==> config.mk <==
export PLATFORM = sky130hd
export DESIGN_NAME = game_timer_ctrl
export DESIGN_NICKNAME = d
export VERILOG_FILES = /design/src/rtl/game_timer_ctrl_pkg.sv /design/src/rtl/game_timer_ctrl_best_time.sv /design/src/rtl/game_timer_ctrl.sv
export SDC_FILE = /design/constraint.sdc
export NUM_CORES = 1
export LEC_CHECK = 0
export ABC_AREA = 1
export BUFFER_PORTS_ARGS = -buffer_cell sky130_fd_sc_hd__buf_2
export CAP_MARGIN = 20
export CORE_MARGIN = 2
export CORE_UTILIZATION = 46
export CTS_CLUSTER_SIZE = 14
export DETAILED_ROUTE_END_ITERATION = 8
export GPL_TIMING_DRIVEN = 0
export MAX_ROUTING_LAYER = met4
export PLACE_DENSITY = 0.72
export SYNTH_ARGS = -nofsm -noshare
export SYNTH_HDL_FRONTEND = slang
export SYNTH_SLANG_ARGS = --single-unit
==> constraint.sdc <==
create_clock -name clk -period 1.55 [get_ports clk]
set_input_delay 0.2325 -clock clk [delete_from_list [all_inputs] [get_ports clk]]
set_output_delay 0.2325 -clock clk [all_outputs]
set_load 0.03 [all_outputs]
==> src/rtl/game_timer_ctrl_pkg.sv <==
// rtl/game_timer_ctrl_pkg.sv - shared state encoding, widths and play-time limit for the game timer
package game_timer_ctrl_pkg;

    localparam logic [1:0] IDLE     = 2'd0;
    localparam logic [1:0] RUNNING  = 2'd1;
    localparam logic [1:0] PAUSED   = 2'd2;
    localparam logic [1:0] FINISHED = 2'd3;

    localparam int DEF_MIN_W          = 6;
    localparam int DEF_SEC_W          = 6;
    localparam int DEF_TIME_LIMIT_MIN = 10;

    typedef enum logic [1:0] {
        ST_IDLE     = IDLE,
        ST_RUNNING  = RUNNING,
        ST_PAUSED   = PAUSED,
        ST_FINISHED = FINISHED
    } state_t;

endpackage

==> src/rtl/game_timer_ctrl_best_time.sv <==
// rtl/game_timer_ctrl_best_time.sv - best winning time storage with strict-less-than update
module best_time_reg
    import game_timer_ctrl_pkg::*;
#(
    parameter int MIN_W = DEF_MIN_W,
    parameter int SEC_W = DEF_SEC_W
) (
    input  logic             clk,
    input  logic             rst,
    input  logic             update,
    input  logic [MIN_W-1:0] final_min,
    input  logic [SEC_W-1:0] final_sec,
    output logic [MIN_W-1:0] best_min,
    output logic [SEC_W-1:0] best_sec,
    output logic             best_valid,
    output logic             new_record
);

    // Seconds never exceed 59, so the concatenated key orders times correctly.
    logic better;
    assign better = !best_valid || ({final_min, final_sec} < {best_min, best_sec});

    always_ff @(posedge clk) begin
        if (rst) begin
            best_min   <= '0;
            best_sec   <= '0;
            best_valid <= 1'b0;
            new_record <= 1'b0;
        end else begin
            new_record <= update && better;
            if (update && better) begin
                best_min   <= final_min;
                best_sec   <= final_sec;
                best_valid <= 1'b1;
            end
        end
    end

endmodule

==> src/rtl/game_timer_ctrl.sv <==
// rtl/game_timer_ctrl.sv - maps game events onto stopwatch start/pause/stop and tracks final/best times
module game_timer_ctrl
    import game_timer_ctrl_pkg::*;
#(
    parameter int TIME_LIMIT_MIN = DEF_TIME_LIMIT_MIN,
    parameter int MIN_W          = DEF_MIN_W,
    parameter int SEC_W          = DEF_SEC_W
) (
    input  logic             clk,
    input  logic             rst,
    input  logic             game_start,
    input  logic             menu_open,
    input  logic             game_won,
    input  logic [MIN_W-1:0] sw_minutes,
    input  logic [SEC_W-1:0] sw_seconds,
    output logic             sw_start,
    output logic             sw_pause,
    output logic             sw_stop,
    output logic [MIN_W-1:0] final_min,
    output logic [SEC_W-1:0] final_sec,
    output logic [MIN_W-1:0] best_min,
    output logic [SEC_W-1:0] best_sec,
    output logic             best_valid,
    output logic             new_record,
    output logic             timeout,
    output logic [1:0]       state
);

    state_t state_q, state_d;
    logic   start_d, stop_d, capture_d, timeout_d, win_d;
    logic   win_q;
    logic   limit_hit;

    assign limit_hit = int'(sw_minutes) >= TIME_LIMIT_MIN;
    assign state     = state_q;

    always_comb begin
        state_d   = state_q;
        start_d   = 1'b0;
        stop_d    = 1'b0;
        capture_d = 1'b0;
        timeout_d = timeout;
        win_d     = 1'b0;
        case (state_q)
            ST_IDLE, ST_FINISHED: begin
                if (game_start) begin
                    state_d   = ST_RUNNING;
                    start_d   = 1'b1;
                    timeout_d = 1'b0;
                end
            end
            ST_RUNNING: begin
                if (game_won) begin
                    state_d   = ST_FINISHED;
                    stop_d    = 1'b1;
                    capture_d = 1'b1;
                    win_d     = 1'b1;
                end else if (limit_hit) begin
                    state_d   = ST_FINISHED;
                    stop_d    = 1'b1;
                    capture_d = 1'b1;
                    timeout_d = 1'b1;
                end else if (menu_open) begin
                    state_d = ST_PAUSED;
                end
            end
            ST_PAUSED: begin
                // Card input is blocked behind the menu, so game_won is ignored here.
                if (game_start) begin
                    state_d = ST_RUNNING;
                    start_d = 1'b1;
                end else if (!menu_open) begin
                    state_d = ST_RUNNING;
                end
            end
            default: state_d = ST_IDLE;
        endcase
    end

    always_ff @(posedge clk) begin
        if (rst) begin
            state_q   <= ST_IDLE;
            sw_start  <= 1'b0;
            sw_stop   <= 1'b0;
            sw_pause  <= 1'b0;
            timeout   <= 1'b0;
            final_min <= '0;
            final_sec <= '0;
            win_q     <= 1'b0;
        end else begin
            state_q  <= state_d;
            sw_start <= start_d;
            sw_stop  <= stop_d;
            sw_pause <= (state_d == ST_PAUSED);
            timeout  <= timeout_d;
            win_q    <= win_d;
            if (capture_d) begin
                final_min <= sw_minutes;
                final_sec <= sw_seconds;
            end
        end
    end

    // Fed from the registered final time, so best lands one cycle after the stop.
    best_time_reg #(
        .MIN_W (MIN_W),
        .SEC_W (SEC_W)
    ) u_best (
        .clk        (clk),
        .rst        (rst),
        .update     (win_q),
        .final_min  (final_min),
        .final_sec  (final_sec),
        .best_min   (best_min),
        .best_sec   (best_sec),
        .best_valid (best_valid),
        .new_record (new_record)
    );

endmodule

==> results summary, run 1 <==
The die boundary height came out at 64.2 microns. The standard-cell row count is 21. Setup slack on the critical path of the routed design comes to -136 ps. The count of inserted antenna diode cells came out at 0. The overall track demand over capacity in global routing is 0.228. The highest clock frequency the design can meet is 593 MHz.

Dividing the synthesized area by the synthesized cell count gives 7.48 sq um. The number of warning messages in the yosys log came out at 0. The largest buffer count on any clock path is 2. The tree is rooted in a sky130_fd_sc_hd__clkbuf_4. The standby leakage power came out at 1.14 nW. The via count of the first global-routing pass is 1621. Relative to the synthesized area, the layout overhead comes to 45.0%.

The number of different library cells in the post-synthesis netlist is 24. The vias per cell is 5.01. The worst reg2reg path startpoint is u_best.best_min[5]$_SDFFE_PP0P_. The synthesized instance count is 223. The depth of the worst hold-timing path came out at 3. Setup violations remaining at the end of the flow were counted as 13. Setup repair after global routing could not meet its margin everywhere. The post-layout net count came out at 320. The remaining design rule violation count came out at 0. The area of the die is 4120 sq um. TritonCTS built the clock tree. Of all nets on the critical path, the largest fanout is 7. In the synthesized netlist the dominant register cell turns out to be sky130_fd_sc_hd__dfxtp_1. The filler-free cell count of the finished design came out at 337. The ratio of cells with drive above 1 in the final layout is 0.485.

The pin count of the biggest net entering global routing came out at 11. The area of the mapped netlist came out at 1670 sq um. The worst hold path terminates at final_sec[3]$_SDFFE_PP0P_. The run finished, with violations left. At the pin with the least slew margin, the transition time is 748 ps.

The total non-filler cell area in the finished layout came out at 2420 sq um. The worst register-to-register path ends at u_best.best_sec[0]$_SDFFE_PP0P_. The sum of routed wire length over all layers came out at 4550 microns. The residual antenna-violating net count after detailed routing is 0.

The number of antenna violations at the first check in global routing came out at 0. The clock sink total came out at 33. TritonCTS created 5 clock buffers. The clock latency on the worst-skew pair is 340 ps. The worst hold-check slack is 157 ps.

In this run the worst hold path is classified as primary input to register. The power per unit of standard cell area came out at 1810 nW/um^2. The checks that failed: setup timing.

The async set or reset register ratio after synthesis came out at 0. The synthesized netlist net count is 253. The port buffer count is 47. The headroom to the max-slew limit is 0.501. The remaining global-route overflow is 0. The placed instance area is 2100 sq um. The classification of the worst setup path is register to register. The critical path startpoint category is a register. The first-pass GRT wire length came out at 7090 microns. The final count of pins violating max slew is 0. The number of cells after detailed placement came out at 316. The post-route minimum period is 1690 ps. The maximum clock skew at final layout is 13.9 ps. The startpoint identified for the worst hold timing path is sw_seconds[3]. The floorplan die width came out at 64.2 microns.

The average detailed-routed wire length per instance is 13.5 microns. The placer's final routability congestion estimate came out at 0.771. The count of pins on the block boundary is 49.

By instance count, the leading cell after synthesis is sky130_fd_sc_hd__inv_1. The sequential element share of the synthesized area is 0.396. By area the synthesized netlist is led by sky130_fd_sc_hd__dfxtp_1 (40%), sky130_fd_sc_hd__ha_1 (9.8%), sky130_fd_sc_hd__a21oi_1 (9.0%). For this configuration, the core starts out at a cell density of 0.488. The count of endpoints failing hold in the final timing report was 0. Across the run, the number of max-cap violations was 0.

The critical path data arrival time came out at 1920 ps. The largest total area in the synthesized netlist belongs to sky130_fd_sc_hd__dfxtp_1. The number of enable flip-flop cells after synthesis is 0. The routed layout has 1688 vias. The largest voltage drop on the vdd net is 977 uV. Synthesis inferred 33 register bits. The number of cells on the worst reg-to-reg path is 11.

The clock tree synthesis step divided the H-tree into 2 levels. The half-perimeter wire length of the detailed placement result is 2920 microns. The proportion of netlist area held by the largest area contributor came out at 0.396.

The clock input transition at the sequential cells of the worst setup and hold paths came out at 110 ps. The endpoint type of the worst setup path is a register. The detailed-router iteration count before antenna repair is 5.

The endpoint required time on the critical path came out at 1790 ps. The worst setup slack for register-to-register paths came out at -140 ps. Counting instances in the post-synthesis netlist gives the leading cell types as sky130_fd_sc_hd__inv_1 (38), sky130_fd_sc_hd__nand2_1 (36), sky130_fd_sc_hd__dfxtp_1 (33), sky130_fd_sc_hd__a21oi_1 (30), sky130_fd_sc_hd__nor2_1 (21). Dividing the final minimum period by the clock period gives 1.09. The core area came out at 3420 sq um. The number of design-rule violations left by the first detailed-router iteration is 68.
## worst max-delay path, stage by stage (launching register included)
cell	delay [ps]
sky130_fd_sc_hd__dfxtp_4	360
sky130_fd_sc_hd__inv_2	40
sky130_fd_sc_hd__ha_4	250
sky130_fd_sc_hd__a21oi_1	180
sky130_fd_sc_hd__nand2_2	80
sky130_fd_sc_hd__a21oi_2	120
sky130_fd_sc_hd__nand2_2	80
sky130_fd_sc_hd__nand2_4	140
sky130_fd_sc_hd__clkbuf_16	180
sky130_fd_sc_hd__nand3_2	50
sky130_fd_sc_hd__nand2_1	60
sky130_fd_sc_hd__nor2_1	40
## placed cells by master (no fill, tap or decap), types with 9 or more instances in the layout
cell type                 count
sky130_fd_sc_hd__a21oi_2     13
sky130_fd_sc_hd__nand2_1     33
sky130_fd_sc_hd__buf_2       49
sky130_fd_sc_hd__o21ai_0     15
sky130_fd_sc_hd__inv_1       29
sky130_fd_sc_hd__nor2_1      20
sky130_fd_sc_hd__inv_2        9
sky130_fd_sc_hd__a21oi_1     17
sky130_fd_sc_hd__dfxtp_2     13
sky130_fd_sc_hd__dfxtp_1     12
sky130_fd_sc_hd__buf_4       11
## layout make-up
| class | instances | area, sq um |
|---|---|---|
| fill | 291 | 997 |
| tap | 46 | 57.6 |
| timing repair buffer | 60 | 372 |
| multi-input combinational | 142 | 968 |
| sequential | 33 | 707 |
| clock buffer | 8 | 80.1 |
| buffer | 10 | 91.3 |
| inverter | 38 | 143 |
## repair_timing
item	4_1_cts	5_1_grt
buffers inserted	10	1
pin swaps	0	6
setup endpoints to repair	13	25
hold buffers	0	0
gates resized for setup	9	16
gates cloned	0	2
## metal layers
layer / share of wire / global-route usage / wire length (microns) / up-vias
met5: 0 / - / 0 / -
met4: 0.019 / 0.0851 / 85 / 0
met3: 0.056 / 0.0528 / 253 / 9
met2: 0.49 / 0.379 / 2220 / 55
met1: 0.44 / 0.269 / 1980 / 770
li1: - / - / - / 854
## worst max path at each step
stage / startpoint / end / slack [ps] / depth (start not counted)
3_5_place_dp: u_best.best_sec[5]$_SDFFE_PP0P_ / u_best.best_min[1]$_SDFFE_PP0P_ / -140 / 13
6_report: u_best.best_min[5]$_SDFFE_PP0P_ / u_best.best_sec[0]$_SDFFE_PP0P_ / -140 / 11
5_1_grt: u_best.best_min[4]$_SDFFE_PP0P_ / u_best.best_sec[5]$_SDFFE_PP0P_ / -200 / 12
2_1_floorplan: u_best.best_min[3]$_SDFFE_PP0P_ / u_best.best_sec[1]$_SDFFE_PP0P_ / -60 / 12
4_1_cts: u_best.best_min[5]$_SDFFE_PP0P_ / u_best.best_min[4]$_SDFFE_PP0P_ / -70 / 11
3_3_place_gp: u_best.best_min[1]$_SDFFE_PP0P_ / u_best.best_min[2]$_SDFFE_PP0P_ / -120 / 13
## metrics by stage
step            util  power [W]  setup slack, ps  setup TNS (ps)
6_report       0.708    0.00437             -136           -1430
5_1_grt        0.708    0.00470             -200           -2420
4_1_cts        0.681    0.00415            -71.7            -622
3_5_place_dp   0.615    0.00337             -137           -1540
3_3_place_gp   0.615    0.00332             -121           -1340
2_1_floorplan      -    0.00285            -59.9            -648
## power by group
group / internal (W) / switching [W] / total (W)
Combinational: 0.000971 / 0.00150 / 0.00247
Clock: 0.000320 / 0.000299 / 0.000620
Sequential: 0.00109 / 0.000193 / 0.00128
Total: 0.00238 / 0.00199 / 0.00437
## sequential cells by signal, indices dropped and copies added (netlist names)
name,flops
sw_start,1
u_best.best_sec,6
sw_pause,1
final_min,6
final_sec,6
u_best.best_min,6
win_q,1
u_best.best_valid,1
u_best.new_record,1
state,2
timeout,1
sw_stop,1
## cell families after synthesis
logic type,share of synthesized area
simple gates,0.215
compound gates,0.164
buf+inv,0.128
flops,0.396
fa+ha+maj,0.0975
No activity file was read; power rests on OpenSTA's default activity.
==> run 2, diff against run 1 <==
--- a/config.mk
+++ b/config.mk
@@ -17,4 +17,5 @@
 export PLACE_DENSITY = 0.72
 export SYNTH_ARGS = -nofsm -noshare
 export SYNTH_HDL_FRONTEND = slang
+export SYNTH_HIERARCHICAL = 1
 export SYNTH_SLANG_ARGS = --single-unit
==> results summary, run 2 <==
The flow ran to the end, but the final reports show violations. The final reports fail on setup timing. The worst register-to-register path begins at u_best/best_min[5]$_SDFFE_PP0P_. The die boundary height is 65.6 microns (+2.2%). The post-layout net count was 341 (+6.6%). The simple-gate portion of the synthesized area is 0.290 (+0.0748). The first-pass GRT wire length came out at 7210 microns (+1.7%).

The remaining design rule violation count came out at 0 (unchanged). The capture point of the worst reg-to-reg path is u_best/best_min[0]$_SDFFE_PP0P_. The fraction of synthesized cell area in xor and xnor cells came out at 0 (unchanged). The placer's final routability congestion estimate was 0.823 (+6.7%). The port buffer count came out at 48 (+2.1%). The final core area utilization came out at 0.687 (-0.0215).

The clock latency on the worst-skew pair came out at 290 ps (-50 ps). The proportion of netlist area held by the largest area contributor came to 0.378 (-0.0179). The vias per cell is 4.82 (-3.8%). The largest voltage drop on the vdd net is 815 uV (-17%). The number of vias after detailed routing came out at 1735 (+2.8%). Ranked by total cell area, the synthesized netlist is headed by sky130_fd_sc_hd__dfxtp_1 (38%), sky130_fd_sc_hd__nor2_1 (10%), sky130_fd_sc_hd__ha_1 (9.3%). The synthesized netlist net count came out at 272 (+7.5%). The area of the die is 4310 sq um (+4.4%). The detailed-router iteration count before antenna repair came out at 4 (-1). The residual antenna-violating net count after detailed routing came out at 0 (unchanged).

The number of endpoints failing setup at the final stage is 13 (unchanged). The worst path setup slack after routing is -164 ps (-28.4 ps). The worst hold-check slack came out at 163 ps (+6.33 ps).

The via count of the first global-routing pass is 1545 (-4.7%). The clock sink total came to 33 (unchanged). The most used flip-flop cell after synthesis is sky130_fd_sc_hd__dfxtp_1.

The dominant combinational cell family by area after synthesis is simple AND/OR/NAND/NOR gates. The number of buffers created by CTS came out at 5 (unchanged). The number of design-rule violations left by the first detailed-router iteration came to 126 (+85%). The async set or reset register ratio after synthesis is 0 (unchanged). The worst reg2reg path depth came out at 13 (+2).

The average detailed-routed wire length per instance is 12.4 microns (-8.0%). The post-route minimum period came out at 1710 ps (+28.4 ps). The adder and majority cell fraction of the synthesized area came out at 0.0931 (-0.00440). The number of warning messages in the yosys log is 6 (+6). The slew at the pin closest to its max-slew limit is 727 ps (-20.9 ps). The sum of routed wire length over all layers came out at 4470 microns (-1.8%). TritonCTS built the clock tree. The relative contribution of the clock network to total power is 0.200 (+0.058). Setup repair after global routing could not meet its margin everywhere. The number of enable flip-flop cells after synthesis came out at 0 (unchanged). The area of the mapped netlist is 1750 sq um (+4.7%). The synthesis-stage register bit count came out at 33 (unchanged).

The maximum clock skew at final layout came out at 6.76 ps (-7.17 ps). The multiplexer share of the synthesized area is 0 (unchanged). The net load switching power came to 0.00145 W (-27%). The standby leakage power came out at 1.23 nW (+7.8%). The final critical-path share of the clock period is 1.11 (+0.0183). The endpoint required time on the critical path was 1770 ps (-20 ps). The switching share of power came out at 0.418 (-0.0373). The biggest fanout along the worst timing path is 6 (-1). Relative to the synthesized area, the layout overhead comes to 43.9%. The placed instance area came out at 2130 sq um (+1.5%).

The total non-filler cell area in the finished layout is 2510 sq um (+3.9%). The overall track demand over capacity in global routing came out at 0.229 (+0.00116). The floorplan die width is 65.6 microns (+2.2%).

The standard-cell row count came to 22 (+4.8%). The number of different library cells in the post-synthesis netlist is 23 (-4.2%). The number of antenna violations at the first check in global routing is 0 (unchanged). Tracing the worst setup path back leads to its startpoint at u_best/best_min[5]$_SDFFE_PP0P_. The clock input transition at the sequential cells of the worst setup and hold paths came out at 70 ps (-40 ps). In the layout the commonest cells are sky130_fd_sc_hd__buf_2 (49), sky130_fd_sc_hd__nor2_1 (46), sky130_fd_sc_hd__inv_1 (32), sky130_fd_sc_hd__nand2_1 (32). After synthesis, the most frequently instantiated cells are sky130_fd_sc_hd__nor2_1 (48), sky130_fd_sc_hd__inv_1 (39), sky130_fd_sc_hd__nand2_1 (39), sky130_fd_sc_hd__dfxtp_1 (33), sky130_fd_sc_hd__a21oi_1 (18). The worst slack after detailed placement is -135 ps (+1.89 ps). The critical path data arrival time came out at 1930 ps (about the same). The pin count of the biggest net entering global routing came to 11 (unchanged).

The power per unit of standard cell area came to 1380 nW/um^2 (-24%). The total number of H-tree levels came to 2 (unchanged). The library cell used most frequently in the layout, excluding fill and tap cells, is sky130_fd_sc_hd__buf_2.

The reported max-cap violation count is 0 (unchanged). The headroom to the max-slew limit came out at 0.515 (+0.0139). The count of endpoints failing hold in the final timing report is 0 (unchanged).

The ratio of cells with drive above 1 in the final layout came out at 0.471 (-0.0134). The final count of pins violating max slew is 0 (unchanged). The worst setup path is of the register to register kind. The mean area per synthesized cell came out at 7.22 sq um (-3.5%). The number of cells after detailed placement came out at 338 (+7.0%).

The worst setup path is captured at a register. In this run the worst setup path terminates at u_best/best_min[0]$_SDFFE_PP0P_. The synthesized instance count came out at 242 (+8.5%). The worst setup slack for register-to-register paths came out at -160 ps (-30 ps). The count of pins on the block boundary came out at 49 (unchanged). The clock root buffer is sky130_fd_sc_hd__clkbuf_8. The sequential group share of total power came out at 0.332 (+0.038).

The largest buffer count on any clock path came to 2 (unchanged). The count of inserted antenna diode cells is 0 (unchanged). The sequential element share of the synthesized area came out at 0.378 (-0.0179). The filler-free cell count of the finished design is 360 (+6.8%). The core area was 3660 sq um (+7.2%).

The leading area contributor after synthesis is sky130_fd_sc_hd__dfxtp_1. The remaining global-route overflow came out at 0 (unchanged). The logic gate share of total power came out at 0.469 (-0.095). In this run the worst hold path is classified as primary input to register. The half-perimeter wire length of the detailed placement result came out at 2930 microns (+0.25%).

The highest clock frequency the design can meet came out at 583 MHz (-1.7%). The critical path startpoint category is a register. The initial core utilization came out at 0.477 (-0.0112). The post-synthesis compound-gate area fraction is 0.103 (-0.0604). The internal cell power came out at 0.00202 W (-15%). The most instantiated library cell after synthesis is sky130_fd_sc_hd__nor2_1.
run 2: changes by cell type in the layout (fill, tap and decap cells not counted), sizes merged:
cell and change:
nor2 +28, a21oi -12, nand2 +6, buf +4
clkbuf -3, inv +2, o21ai -2, a22oi -1
a31oi +1, nor3 +1, o21a -1, o22ai -1
o31ai -1
run 2: per-layer routing:
layer,track usage,vias to the layer above,part of all wire
met3,0.0514,7,0.061
met5,-,-,0
met4,0.0885,0,0.017
met2,0.361,45,0.46
met1,0.286,793,0.46
li1,-,890,-
run 2: worst min-delay path by stage:
stage	from	endpoint	slack, ps	cells after the start
floorplan	rst	state[0]$_SDFF_PP0_	300	1
global placement	sw_seconds[3]	final_sec[3]$_SDFFE_PP0P_	450	3
detailed placement	timeout$_SDFFE_PP0P_	timeout$_SDFFE_PP0P_	460	2
CTS	sw_seconds[4]	final_sec[4]$_SDFFE_PP0P_	160	3
global route	sw_minutes[5]	final_min[5]$_SDFFE_PP0P_	180	3
finish	sw_seconds[4]	final_sec[4]$_SDFFE_PP0P_	160	3
run 2: metrics by stage:
stage	setup TNS (ps)	power (W)
floorplan	-627	0.00218
global placement	-1090	0.00249
detailed placement	-1410	0.00251
CTS	-979	0.00336
global route	-2700	0.00370
finish	-1800	0.00347
run 2: cells by family after synthesis:
family,count (synthesis)
AOI/OAI and AO/OA,35
adders and majority gates,13
buffers and inverters,49
DFF,33
and+or+nand+nor,112
run 2: layout make-up:
cell class | count | area [sq um]
Multi-Input combinational cell | 160 | 1020
Buffer | 9 | 93.8
Fill cell | 328 | 1150
Tap cell | 48 | 60.1
Clock buffer | 8 | 90.1
Timing Repair Buffer | 62 | 387
Inverter | 40 | 155
Sequential cell | 33 | 711
run 2: repair_timing:
action | 4_1_cts | 5_1_grt
resized for setup | 19 | 17
endpoints found under the setup margin | 13 | 17
pin swaps | 2 | 22
cloned | 1 | 1
buffers inserted | 8 | 4
hold buffers | 0 | 0
run 2: power groups by stage:
stage,Sequential (W),Combinational [W],Clock [W]
after detailed placement,0.00116,0.00136,0
after CTS,0.00115,0.00151,0.000707
final,0.00115,0.00163,0.000693
after floorplan,0.00139,0.000790,0
after global placement,0.00115,0.00133,0
after global routing,0.00117,0.00179,0.000739
run 2: critical path, stage by stage (launching register included):
cell and delay [ps]:
sky130_fd_sc_hd__dfxtp_4 350, sky130_fd_sc_hd__inv_2 40, sky130_fd_sc_hd__ha_4 270, sky130_fd_sc_hd__nand2_4 50
sky130_fd_sc_hd__nor2_4 120, sky130_fd_sc_hd__nand2_1 70, sky130_fd_sc_hd__nor2_1 90, sky130_fd_sc_hd__nand2_1 60
sky130_fd_sc_hd__nand2_2 80, sky130_fd_sc_hd__nand2_4 110, sky130_fd_sc_hd__buf_12 170, sky130_fd_sc_hd__nand3_2 50
sky130_fd_sc_hd__nand2_1 50, sky130_fd_sc_hd__nor2_1 120
